$ cat src/rtl/io_reg_pkg.sv
// io_reg_pkg: shared types and helpers for the IO_REG scheduler slice.
//   sched_state_e : scheduler FSM states
//   IO_REG_OUT_W  : width of the IO_REG output-cell bus (OQI)
//   IO_REG_IN_W   : width of the IO_REG input-cell bus (IQZ)
//   rr_pick()     : round-robin scan of up to MAX_REQ request bits
package io_reg_pkg;

  typedef enum logic [2:0] {
    IDLE,
    DRIVE,
    HOLD,
    SAMPLE,
    RESP
  } sched_state_e;

  localparam int IO_REG_OUT_W = 18;
  localparam int IO_REG_IN_W  = 8;
  localparam int MAX_REQ      = 8;

  typedef struct packed {
    logic       found;
    logic [2:0] idx;
  } rr_pick_t;

  // First set bit of valid[0..nreq-1], scanning upward from ptr and wrapping
  // at nreq (not at the next power of two).
  function automatic rr_pick_t rr_pick(input logic [MAX_REQ-1:0] valid,
                                       input logic [2:0]         ptr,
                                       input int                 nreq);
    rr_pick_t r;
    int       idx;
    r = '0;
    for (int k = 0; k < MAX_REQ; k++) begin
      idx = (int'(ptr) + k) % nreq;
      if (k < nreq && !r.found && valid[idx]) begin
        r.found = 1'b1;
        r.idx   = 3'(idx);
      end
    end
    return r;
  endfunction

endpackage

$ cat src/rtl/io_reg_sched_if.sv
// io_reg_sched_if: client-side bundle of the IO_REG scheduler.
//   req_valid/req_ready : one bit per requester. A request is accepted in the
//                         cycle where req_valid[i] && req_ready[i] are both
//                         high at the rising clock edge; req_ready is a
//                         one-hot pulse and is never high unless the scheduler
//                         is idle. req_valid may drop at any time before that
//                         edge with no effect.
//   req_data/req_rd/req_hold : per-requester payload, sampled at acceptance.
//   rsp_valid/rsp_data  : one-hot, single-cycle response strobe carrying the
//                         captured IQZ sample (read requests only).
// Modports: master = requesters, slave = scheduler.
interface io_reg_sched_if
  import io_reg_pkg::*;
#(
  parameter int NREQ   = 4,
  parameter int OUT_W  = IO_REG_OUT_W,
  parameter int IN_W   = IO_REG_IN_W,
  parameter int HOLD_W = 4
);
  logic [NREQ-1:0]        req_valid;
  logic [NREQ-1:0]        req_ready;
  logic [NREQ*OUT_W-1:0]  req_data;
  logic [NREQ-1:0]        req_rd;
  logic [NREQ*HOLD_W-1:0] req_hold;
  logic [NREQ-1:0]        rsp_valid;
  logic [IN_W-1:0]        rsp_data;

  modport master (
    output req_valid, req_data, req_rd, req_hold,
    input  req_ready, rsp_valid, rsp_data
  );

  modport slave (
    input  req_valid, req_data, req_rd, req_hold,
    output req_ready, rsp_valid, rsp_data
  );
endinterface

$ cat src/rtl/io_reg_rr_arb.sv
// io_reg_rr_arb: combinational round-robin pick among NREQ request bits.
//   valid : request bits
//   ptr   : requester checked first
//   found : at least one request is pending
//   grant : index of the chosen requester
// Build option IO_REG_SCHED_PRIO_EN: requester 0 wins whenever it is valid.
module io_reg_rr_arb
  import io_reg_pkg::*;
#(
  parameter  int NREQ = 4,
  localparam int ID_W = $clog2(NREQ)
) (
  input  logic [NREQ-1:0] valid,
  input  logic [ID_W-1:0] ptr,
  output logic            found,
  output logic [ID_W-1:0] grant
);
  logic [MAX_REQ-1:0] valid_pad;
  logic [2:0]         ptr_pad;
  rr_pick_t           pick;
  logic               unused_pick;

  always_comb begin
    valid_pad             = '0;
    valid_pad[NREQ-1:0]   = valid;
    ptr_pad               = '0;
    ptr_pad[ID_W-1:0]     = ptr;
    pick                  = rr_pick(valid_pad, ptr_pad, NREQ);
    found                 = pick.found;
    grant                 = pick.idx[ID_W-1:0];
`ifdef IO_REG_SCHED_PRIO_EN
    if (valid[0]) begin
      found = 1'b1;
      grant = '0;
    end
`endif
  end

  // Upper index bits are zero for small NREQ.
  assign unused_pick = ^pick;

endmodule

$ cat src/rtl/io_reg_sched.sv
// io_reg_sched: round-robin scheduler sharing one IO_REG tile among NREQ
// requesters. A granted word is driven on OQI for 1+hold cycles; read
// requests additionally capture IQZ one cycle later and return it on
// rsp_data with a one-cycle rsp_valid strobe to the same requester.
// Ports:
//   IQC, QRT    : clock (rising edge), asynchronous active-low reset
//   req_if      : client bundle (io_reg_sched_if.slave)
//   OQI, oqi_en : output-cell word and its drive qualifier
//   IQZ         : input-cell sample bus
//   grant_id    : index of the current owner
//   busy        : FSM is not in IDLE
//   dbg_state   : FSM state, for observation
// Build option IO_REG_SCHED_PRIO_EN: requester 0 has absolute priority and
// grants to it do not move the round-robin pointer.
module io_reg_sched
  import io_reg_pkg::*;
#(
  parameter  int NREQ   = 4,
  parameter  int OUT_W  = IO_REG_OUT_W,
  parameter  int IN_W   = IO_REG_IN_W,
  parameter  int HOLD_W = 4,
  localparam int ID_W   = $clog2(NREQ)
) (
  input  logic                IQC,
  input  logic                QRT,
  io_reg_sched_if.slave       req_if,
  output logic [OUT_W-1:0]    OQI,
  output logic                oqi_en,
  input  logic [IN_W-1:0]     IQZ,
  output logic [ID_W-1:0]     grant_id,
  output logic                busy,
  output sched_state_e        dbg_state
);
  sched_state_e      state;
  logic [ID_W-1:0]   ptr;
  logic              rd_q;
  logic [HOLD_W-1:0] cnt;
  logic              arb_found;
  logic [ID_W-1:0]   arb_grant;
  logic              drive_last;
  logic [NREQ-1:0]   owner_oh;

  io_reg_rr_arb #(.NREQ(NREQ)) u_arb (
    .valid (req_if.req_valid),
    .ptr   (ptr),
    .found (arb_found),
    .grant (arb_grant)
  );

  assign dbg_state = state;
  assign owner_oh  = NREQ'(1) << grant_id;

  // cnt holds the hold count from acceptance; DRIVE is the first drive cycle
  // and each HOLD cycle consumes one count, so the last drive cycle is DRIVE
  // with hold==0 or HOLD with one count left.
  assign drive_last = (state == DRIVE && cnt == '0) ||
                      (state == HOLD  && cnt == HOLD_W'(1));

  // Gated by QRT so no accept pulse is shown while reset is asserted.
  assign req_if.req_ready = (QRT && state == IDLE && arb_found) ?
                            (NREQ'(1) << arb_grant) : '0;

  always_ff @(posedge IQC or negedge QRT) begin
    if (!QRT) begin
      state            <= IDLE;
      OQI              <= '0;
      oqi_en           <= 1'b0;
      req_if.rsp_valid <= '0;
      req_if.rsp_data  <= '0;
      grant_id         <= '0;
      busy             <= 1'b0;
      ptr              <= '0;
      rd_q             <= 1'b0;
      cnt              <= '0;
    end else begin
      case (state)
        IDLE: begin
          if (arb_found) begin
            OQI      <= req_if.req_data[arb_grant*OUT_W +: OUT_W];
            rd_q     <= req_if.req_rd[arb_grant];
            cnt      <= req_if.req_hold[arb_grant*HOLD_W +: HOLD_W];
            grant_id <= arb_grant;
            oqi_en   <= 1'b1;
            busy     <= 1'b1;
            state    <= DRIVE;
          end
        end
        DRIVE, HOLD: begin
          if (drive_last) begin
            if (rd_q) begin
              state <= SAMPLE;
            end else begin
              oqi_en <= 1'b0;
              state  <= RESP;
            end
          end else begin
            if (state == HOLD) cnt <= cnt - 1'b1;
            state <= HOLD;
          end
        end
        SAMPLE: begin
          req_if.rsp_data  <= IQZ;
          req_if.rsp_valid <= owner_oh;
          oqi_en           <= 1'b0;
          state            <= RESP;
        end
        RESP: begin
          // OQI keeps the last word; only the qualifier drops.
          req_if.rsp_valid <= '0;
          busy             <= 1'b0;
`ifdef IO_REG_SCHED_PRIO_EN
          if (grant_id != '0)
            ptr <= (grant_id == ID_W'(NREQ-1)) ? '0 : grant_id + 1'b1;
`else
          ptr <= (grant_id == ID_W'(NREQ-1)) ? '0 : grant_id + 1'b1;
`endif
          state <= IDLE;
        end
        default: state <= IDLE;
      endcase
    end
  end

endmodule

$ cat src/flat_wrapper.sv
// flat-port wrapper written by rule: the top's interface ports become plain ports
module io_reg_sched_flat import io_reg_pkg::*;
#(
  parameter  int NREQ   = 4,
  parameter  int OUT_W  = IO_REG_OUT_W,
  parameter  int IN_W   = IO_REG_IN_W,
  parameter  int HOLD_W = 4,
  localparam int ID_W   = $clog2(NREQ)
)
  (IQC, QRT, OQI, oqi_en, IQZ, grant_id, busy, dbg_state, req_if_req_valid, req_if_req_data, req_if_req_rd, req_if_req_hold, req_if_req_ready, req_if_rsp_valid, req_if_rsp_data);
  io_reg_sched_if #(.NREQ(NREQ), .OUT_W(OUT_W), .IN_W(IN_W), .HOLD_W(HOLD_W)) req_if_i ();
  input  logic IQC;
  input  logic QRT;
  output logic [OUT_W-1:0] OQI;
  output logic oqi_en;
  input  logic [IN_W-1:0] IQZ;
  output logic [ID_W-1:0] grant_id;
  output logic busy;
  output sched_state_e dbg_state;
  input wire logic [$bits(req_if_i.req_valid)-1:0] req_if_req_valid;
  input wire logic [$bits(req_if_i.req_data)-1:0] req_if_req_data;
  input wire logic [$bits(req_if_i.req_rd)-1:0] req_if_req_rd;
  input wire logic [$bits(req_if_i.req_hold)-1:0] req_if_req_hold;
  output wire logic [$bits(req_if_i.req_ready)-1:0] req_if_req_ready;
  output wire logic [$bits(req_if_i.rsp_valid)-1:0] req_if_rsp_valid;
  output wire logic [$bits(req_if_i.rsp_data)-1:0] req_if_rsp_data;
  assign req_if_i.req_valid = req_if_req_valid;
  assign req_if_i.req_data = req_if_req_data;
  assign req_if_i.req_rd = req_if_req_rd;
  assign req_if_i.req_hold = req_if_req_hold;
  assign req_if_req_ready = req_if_i.req_ready;
  assign req_if_rsp_valid = req_if_i.rsp_valid;
  assign req_if_rsp_data = req_if_i.rsp_data;
  io_reg_sched #(.NREQ(NREQ), .OUT_W(OUT_W), .IN_W(IN_W), .HOLD_W(HOLD_W)) u_core (.IQC(IQC), .QRT(QRT), .req_if(req_if_i), .OQI(OQI), .oqi_en(oqi_en), .IQZ(IQZ), .grant_id(grant_id), .busy(busy), .dbg_state(dbg_state));
endmodule
$ cat config.mk
export PLATFORM = sky130hd
export DESIGN_NAME = io_reg_sched_flat
export DESIGN_NICKNAME = d
export VERILOG_FILES = /design/src/rtl/io_reg_pkg.sv /design/src/rtl/io_reg_sched_if.sv /design/src/rtl/io_reg_rr_arb.sv /design/src/rtl/io_reg_sched.sv /design/src/flat_wrapper.sv
export SDC_FILE = /design/constraint.sdc
export NUM_CORES = 1
export LEC_CHECK = 0
export CAP_MARGIN = 0
export CORE_UTILIZATION = 40
export DETAILED_ROUTE_END_ITERATION = 10
export GPL_ROUTABILITY_DRIVEN = 0
export PLACE_DENSITY = 0.79
export REMOVE_ABC_BUFFERS = 1
export SYNTH_ARGS = -nofsm -noshare
export SYNTH_HDL_FRONTEND = slang
export SYNTH_SLANG_ARGS = --single-unit
export TNS_END_PERCENT = 100
$ cat constraint.sdc
create_clock -name IQC -period 2.7 [get_ports IQC]
set_clock_uncertainty 0.15 [all_clocks]
set_input_delay 0.405 -clock IQC [delete_from_list [all_inputs] [get_ports IQC]]
set_output_delay 0.405 -clock IQC [all_outputs]
set_load 0.05 [all_outputs]
Yosys cells after proc, flatten, opt, wreduce, memory -nomap -nowiden
Index checks and enable logic that the tools add are counted.
- add/subtract/negate cells: 5
- multipliers: 1
- div/mod/pow operators: 0
- $lt $le $gt $ge: 5
- eq/ne operators: 11
- shift-type cells: 4
- muxes and demuxes: 33
- bitwise operators: 3
- reduce and logical (&&, ||, !) cells: 25
- operator list (kind ; number):
    variable part select 72 x 8 -> 18 bit ; 1
    two-way mux 4 bit ; 8
    one-hot mux 4 bit (2 select lines) ; 2
    variable part select 16 x 5 -> 4 bit ; 1
    less-than comparator 3 x 5 -> 1 bit (second input constant) ; 3
    two-way mux 1 bit ; 11
    binary-select mux 1 bit (select 3 bit) ; 3
    two-way mux 3 bit ; 3
    one-hot mux 3 bit (3 select lines) ; 1
    AND reduction 4 bit ; 2
    OR reduction 2 bit ; 4
    << shifter 1 x 2 -> 4 bit (first input constant) ; 2
    logical AND 1 bit ; 7
    == test 3 x 2 -> 1 bit (second input constant) ; 2
    multiplier 2 x 4 -> 6 bit (second input constant) ; 1
    != test 2 bit (second input constant) ; 3
    nonzero test 2 bit ; 3
    adder 2 x 1 -> 2 bit (second input constant) ; 2
    adder 2 bit (second input constant) ; 2
    binary-select mux 1 bit (select 2 bit) ; 2
    == test 4 x 1 -> 1 bit (second input constant) ; 1
    logical NOT 4 bit ; 1
    less-than comparator 2 x 4 -> 1 bit (second input constant) ; 1
    != test 2 x 1 -> 1 bit (second input constant) ; 2
    14 further kinds ; 19
- flip-flop bits (word level): 44
- latch bits: 0
- RAM bits: 0
- memory bits (read-only): 0
- bits of input ports: 106
- memories: 0

Depth between registers and ports, before layout
- depth after elaboration: 17
- mapped depth: 8

By module
Synthesis repeated with hierarchy kept, for this count alone.
- cell total of the unflattened synthesis: 204
- area total of the unflattened synthesis: 2690.1 um^2
- modules (own cells, without submodules) (module ; times used ; cells each ; area an instance (um^2) ; sequential area each (um^2)):
    io_reg_sched ; 1 ; 189 ; 2612.5 ; 1101.1
    io_reg_rr_arb ; 1 ; 15 ; 77.6 ; 0.0

Least setup slack after synthesis
OpenSTA, ideal clock, no wires.
- kind: register to output
- start point: register u_core.state[0] (netlist: u_core.dbg_state[0])
- end point: output req_if_req_ready[0]
- arrival: 1.786 ns
- data required time: 2.145 ns
- setup slack: 0.359 ns
- cell stages (with the launch flop): 6
- cell sequence: dfrtp_1 -> buf_2 -> nor2_2 -> nand2_2 -> nor2_1 -> and3_1
- word-level cells in the longest chain between the ends: 4
- ends and longest elaborated chain (element ; RTL line ; text):
    from (decl) ; io_reg_sched.sv:34 ; sched_state_e state;
    from (signal assigned) ; io_reg_sched.sv:65 ; state <= IDLE;
    from (signal assigned) ; io_reg_sched.sv:85 ; state <= DRIVE;
    from (signal assigned) ; io_reg_sched.sv:91 ; state <= SAMPLE;
    logical NOT 3 bit ; io_reg_sched.sv:60 ; assign req_if.req_ready = (QRT && state == IDLE && arb_found) ?
    logical AND 1 bit (2 in a row) ; io_reg_sched.sv:60 ;
    two-way mux 4 bit ; io_reg_sched.sv:60 ;
    to (decl) ; flat_wrapper.sv:24 ; output wire logic [$bits(req_if_i.req_ready)-1:0] req_if_req_ready;
No other way between the ends.

Final worst setup path
- start point: input req_if_req_valid[0]
- end point: output req_if_req_ready[3]
- word-level cells in the longest chain between the ends: 14
- ends and longest elaborated chain (element ; RTL line ; text):
    from (decl) ; flat_wrapper.sv:20 ; input wire logic [$bits(req_if_i.req_valid)-1:0] req_if_req_valid;
    binary-select mux 1 bit (select 2 bit) ; io_reg_pkg.sv:35 ; if (k < nreq && !r.found && valid[idx]) begin
    two-way mux 1 bit (not written as such) ; io_reg_pkg.sv:35 ;
    two-way mux 4 bit ; io_reg_pkg.sv:35 ;
    logical NOT 1 bit ; io_reg_pkg.sv:35 ;
    logical AND 1 bit ; io_reg_pkg.sv:35 ;
    two-way mux 4 bit ; io_reg_pkg.sv:35 ;
    logical NOT 1 bit ; io_reg_pkg.sv:35 ;
    logical AND 1 bit ; io_reg_pkg.sv:35 ;
    two-way mux 4 bit ; io_reg_pkg.sv:35 ;
    logical NOT 1 bit ; io_reg_pkg.sv:35 ;
    logical AND 1 bit ; io_reg_pkg.sv:35 ;
    two-way mux 4 bit (*) ; io_reg_pkg.sv:35 ;
    << shifter 1 x 2 -> 4 bit / logical AND 1 bit (equally long branches) ; io_reg_sched.sv:61, io_reg_sched.sv:60 ;
    two-way mux 4 bit (*) ; io_reg_sched.sv:60 ;
Every way passes the cells marked *; elsewhere a longest branch is shown, timed or not. The select of a mux whose other input is x is not followed.

==> results.cfg <==
[yosys]
synth_edf_count = 0
synthArstFlopShare_pct = 100
ys_seq_area_share_pct = 39.0
syn_area_um2 = 2820
yosysWarnings = 0
synth.area.top_cells = dfrtp_1, a221o_1, o22a_1
synth_common_cells = dfrtp_1, a21oi_1, o21ai_0
synth-seq-cells = 44
synth_area_leader_cell = dfrtp_1
yosysMostFrequentCell = dfrtp_1
synth_top_area_share_pct = 39.0
synth_cell_type_count = 56
avgSynthCellArea_um2 = 9.57
synth_flop_cell = dfrtp_1
postSynthCellCount = 295

[timing]
fmaxAchievable_mhz = 384
fin_crit_sh_pct = 96.4
slew-limit-headroom_pct = 47.0
setup_viol = 0
final_max_slew_viol_count = 0
worst_pin_slew_ns = 0.796
finalHoldViolCount = 0
rsz0062_at_grt = false
min_period_ns = 2.60

[clocking]
path_clk_slew_ns = 0.09
clk_latency_ns = 0.30
numCtsBuffers = 5
h-tree-depth = 2
cts_tree = built
cts_sinks = 44
clk_path_buf_depth = 2
post_cts_buffers = 0
cts_root_buffer = clkbuf_8

[global_routing]
top_usage_layer = met2
antenna_found_initial = 0
grtUsageMet2_pct = 44.5
grt_max_degree = 32
grt_pass1_wl_um = 15100
met1_usage_pct = 31.7
grt_util_met3_pct = 5.58
overflow = 0
grt_pass1_vias = 3084
grt_usage_pct = 26.1

[layout]
antennaDiodeCount = 0
areaGrowthSynthToFinish_pct = 61.9
nets = 560
drive_gt1_share_pct = 13.8
final_cells = 544
finalInstanceArea_um2 = 4570
nFillCells = 539

[power]
max-vdd-ir-drop_v = 0.000568
power_density_nw_per_um2 = 1210
p_leak_uw = 0.00186

[worst_setup_path]
crit_fanout = 7
path_buf_inv = 3
cp-end-kind = primary output
reg2reg_slack_ns = 0.61
critPathTopFamily = buffers and inverters
path_cells = clkdlybuf4s50_1 -> buf_4 -> nor2b_1 -> o21bai_1 -> and2_1 -> and3_1 -> buf_12
slowest_stage = clkdlybuf4s50_1
worstSetupStartpointType = primary input
max_stage_delay_ns = 0.47
required_ns = 2.14
cp.arrival_ns = 2.05
worstSetupPathType = in -> out

[place]
postPlaceCellArea_um2 = 4470
dp_cells = 535
place_hpwl_um = 7320
io_buffers = 146

[route]
via_count = 3054
firstDrtPassIters = 4
wirelength_um = 9420
via_per_inst = 5.61
ant_nets = 0
wl_per_cell_um = 17.3
drt_iter0_markers = 195
drc = 0

[flow_run]
max_cap_violations = 0

[die]
start_util_pct = 41.6
die-height_um = 86.0
die-area_um2 = 7400
rows = 30
pin_count = 147
core_region_area_um2 = 6790
chipWidth_um = 86.0

[run_status]
status = complete, no violations

[worst_hold_path]
hp-class = reg -> reg
[flip-flops by register name, indices dropped and copies added (netlist names)]
| name | flops |
|---|---|
| u_core.rd_q | 1 |
| u_core.busy | 1 |
| u_core.grant_id | 2 |
| u_core.cnt | 4 |
| u_core.dbg_state | 3 |
| u_core.oqi_en | 1 |
| u_core.ptr | 2 |
| u_core.req_if.rsp_data | 8 |
| u_core.req_if.rsp_valid | 4 |
| u_core.OQI | 18 |
[stage by stage]
stage	hold slack [ns]	total power, uW	setup TNS, ns	worst slack (ns)	utilization, %
after detailed placement	0.303	5110	0	0.0607	65.8
after global routing	0.370	5870	0	0.0263	67.3
after floorplan	-0.0406	3690	-0.854	-0.242	-
after CTS	0.352	5550	0	0.107	67.3
after global placement	0.296	5020	0	0.135	65.8
final	0.349	5550	0	0.0985	67.3
[area by class of cell]
| type | count | area [um2] | area share [%] |
|---|---|---|---|
| repair buffers | 171 | 1690 | 36.9 |
| multi-input cells | 219 | 1550 | 33.9 |
| flip-flops and latches | 44 | 1100 | 24.1 |
| well taps | 96 | 120 | 2.63 |
| clock buffers | 6 | 82.6 | 1.81 |
| inverters | 6 | 22.5 | 0.493 |
| clock inverters | 2 | 10.0 | 0.219 |
[cell usage in the layout, fill, tap and decap left out, types with 3 or more instances in the layout]
cell / netlist / final
clkdlybuf4s50_1: 0 / 141
dfrtp_1: 44 / 44
a21oi_1: 30 / 30
o21ai_0: 26 / 26
buf_4: 1 / 24
nand3_1: 23 / 23
o22a_1: 19 / 19
a221o_1: 17 / 17
nand2_1: 13 / 13
mux2_2: 9 / 9
ha_1: 7 / 7
inv_1: 6 / 6
nor2_1: 7 / 6
clkbuf_8: 0 / 6
nor2b_1: 5 / 5
o22ai_1: 5 / 5
and3_1: 4 / 4
nor3_1: 4 / 4
a211o_1: 4 / 4
buf_12: 0 / 4
nand2b_1: 3 / 3
o21bai_1: 3 / 3
a221o_2: 3 / 3
[cells by family after synthesis]
group / share of synthesized area, %
compound gates: 32.4
xor+xnor: 0.620
fa+ha+maj: 3.10
buf+inv: 6.42
flops: 39.0
mux: 4.70
simple gates: 13.7
[worst paths after layout]
path                                      startpoint                         to  depth (start not counted)
max reg2reg                u_core.ptr[1]$_DFFE_PN0P_  u_core.OQI[8]$_DFFE_PN0P_                          6
max in group asynchronous                        QRT  u_core.cnt[3]$_DFFE_PN0P_                          3
min in group asynchronous                        QRT  u_core.OQI[3]$_DFFE_PN0P_                          3
min reg2reg                u_core.oqi_en$_DFFE_PN0P_  u_core.oqi_en$_DFFE_PN0P_                          1
max                              req_if_req_valid[0]        req_if_req_ready[3]                          7
min                        u_core.oqi_en$_DFFE_PN0P_  u_core.oqi_en$_DFFE_PN0P_                          1
[metal layers]
| metal | up-vias | wire, um |
|---|---|---|
| met5 | - | 0 |
| met4 | 0 | 291 |
| met3 | 26 | 626 |
| met2 | 141 | 4650 |
| met1 | 1456 | 3850 |
| li1 | 1431 | - |
[where the power goes]
part           switching [uW]  internal (uW)
clock network             229            205
logic                    2260           1570
registers                 284           1010
[timing repair]
item                      CTS  global route
hold buffers                1             0
hold endpoints to repair   13             0
resized for setup           0             0
(Power assumes the default switching activity.)
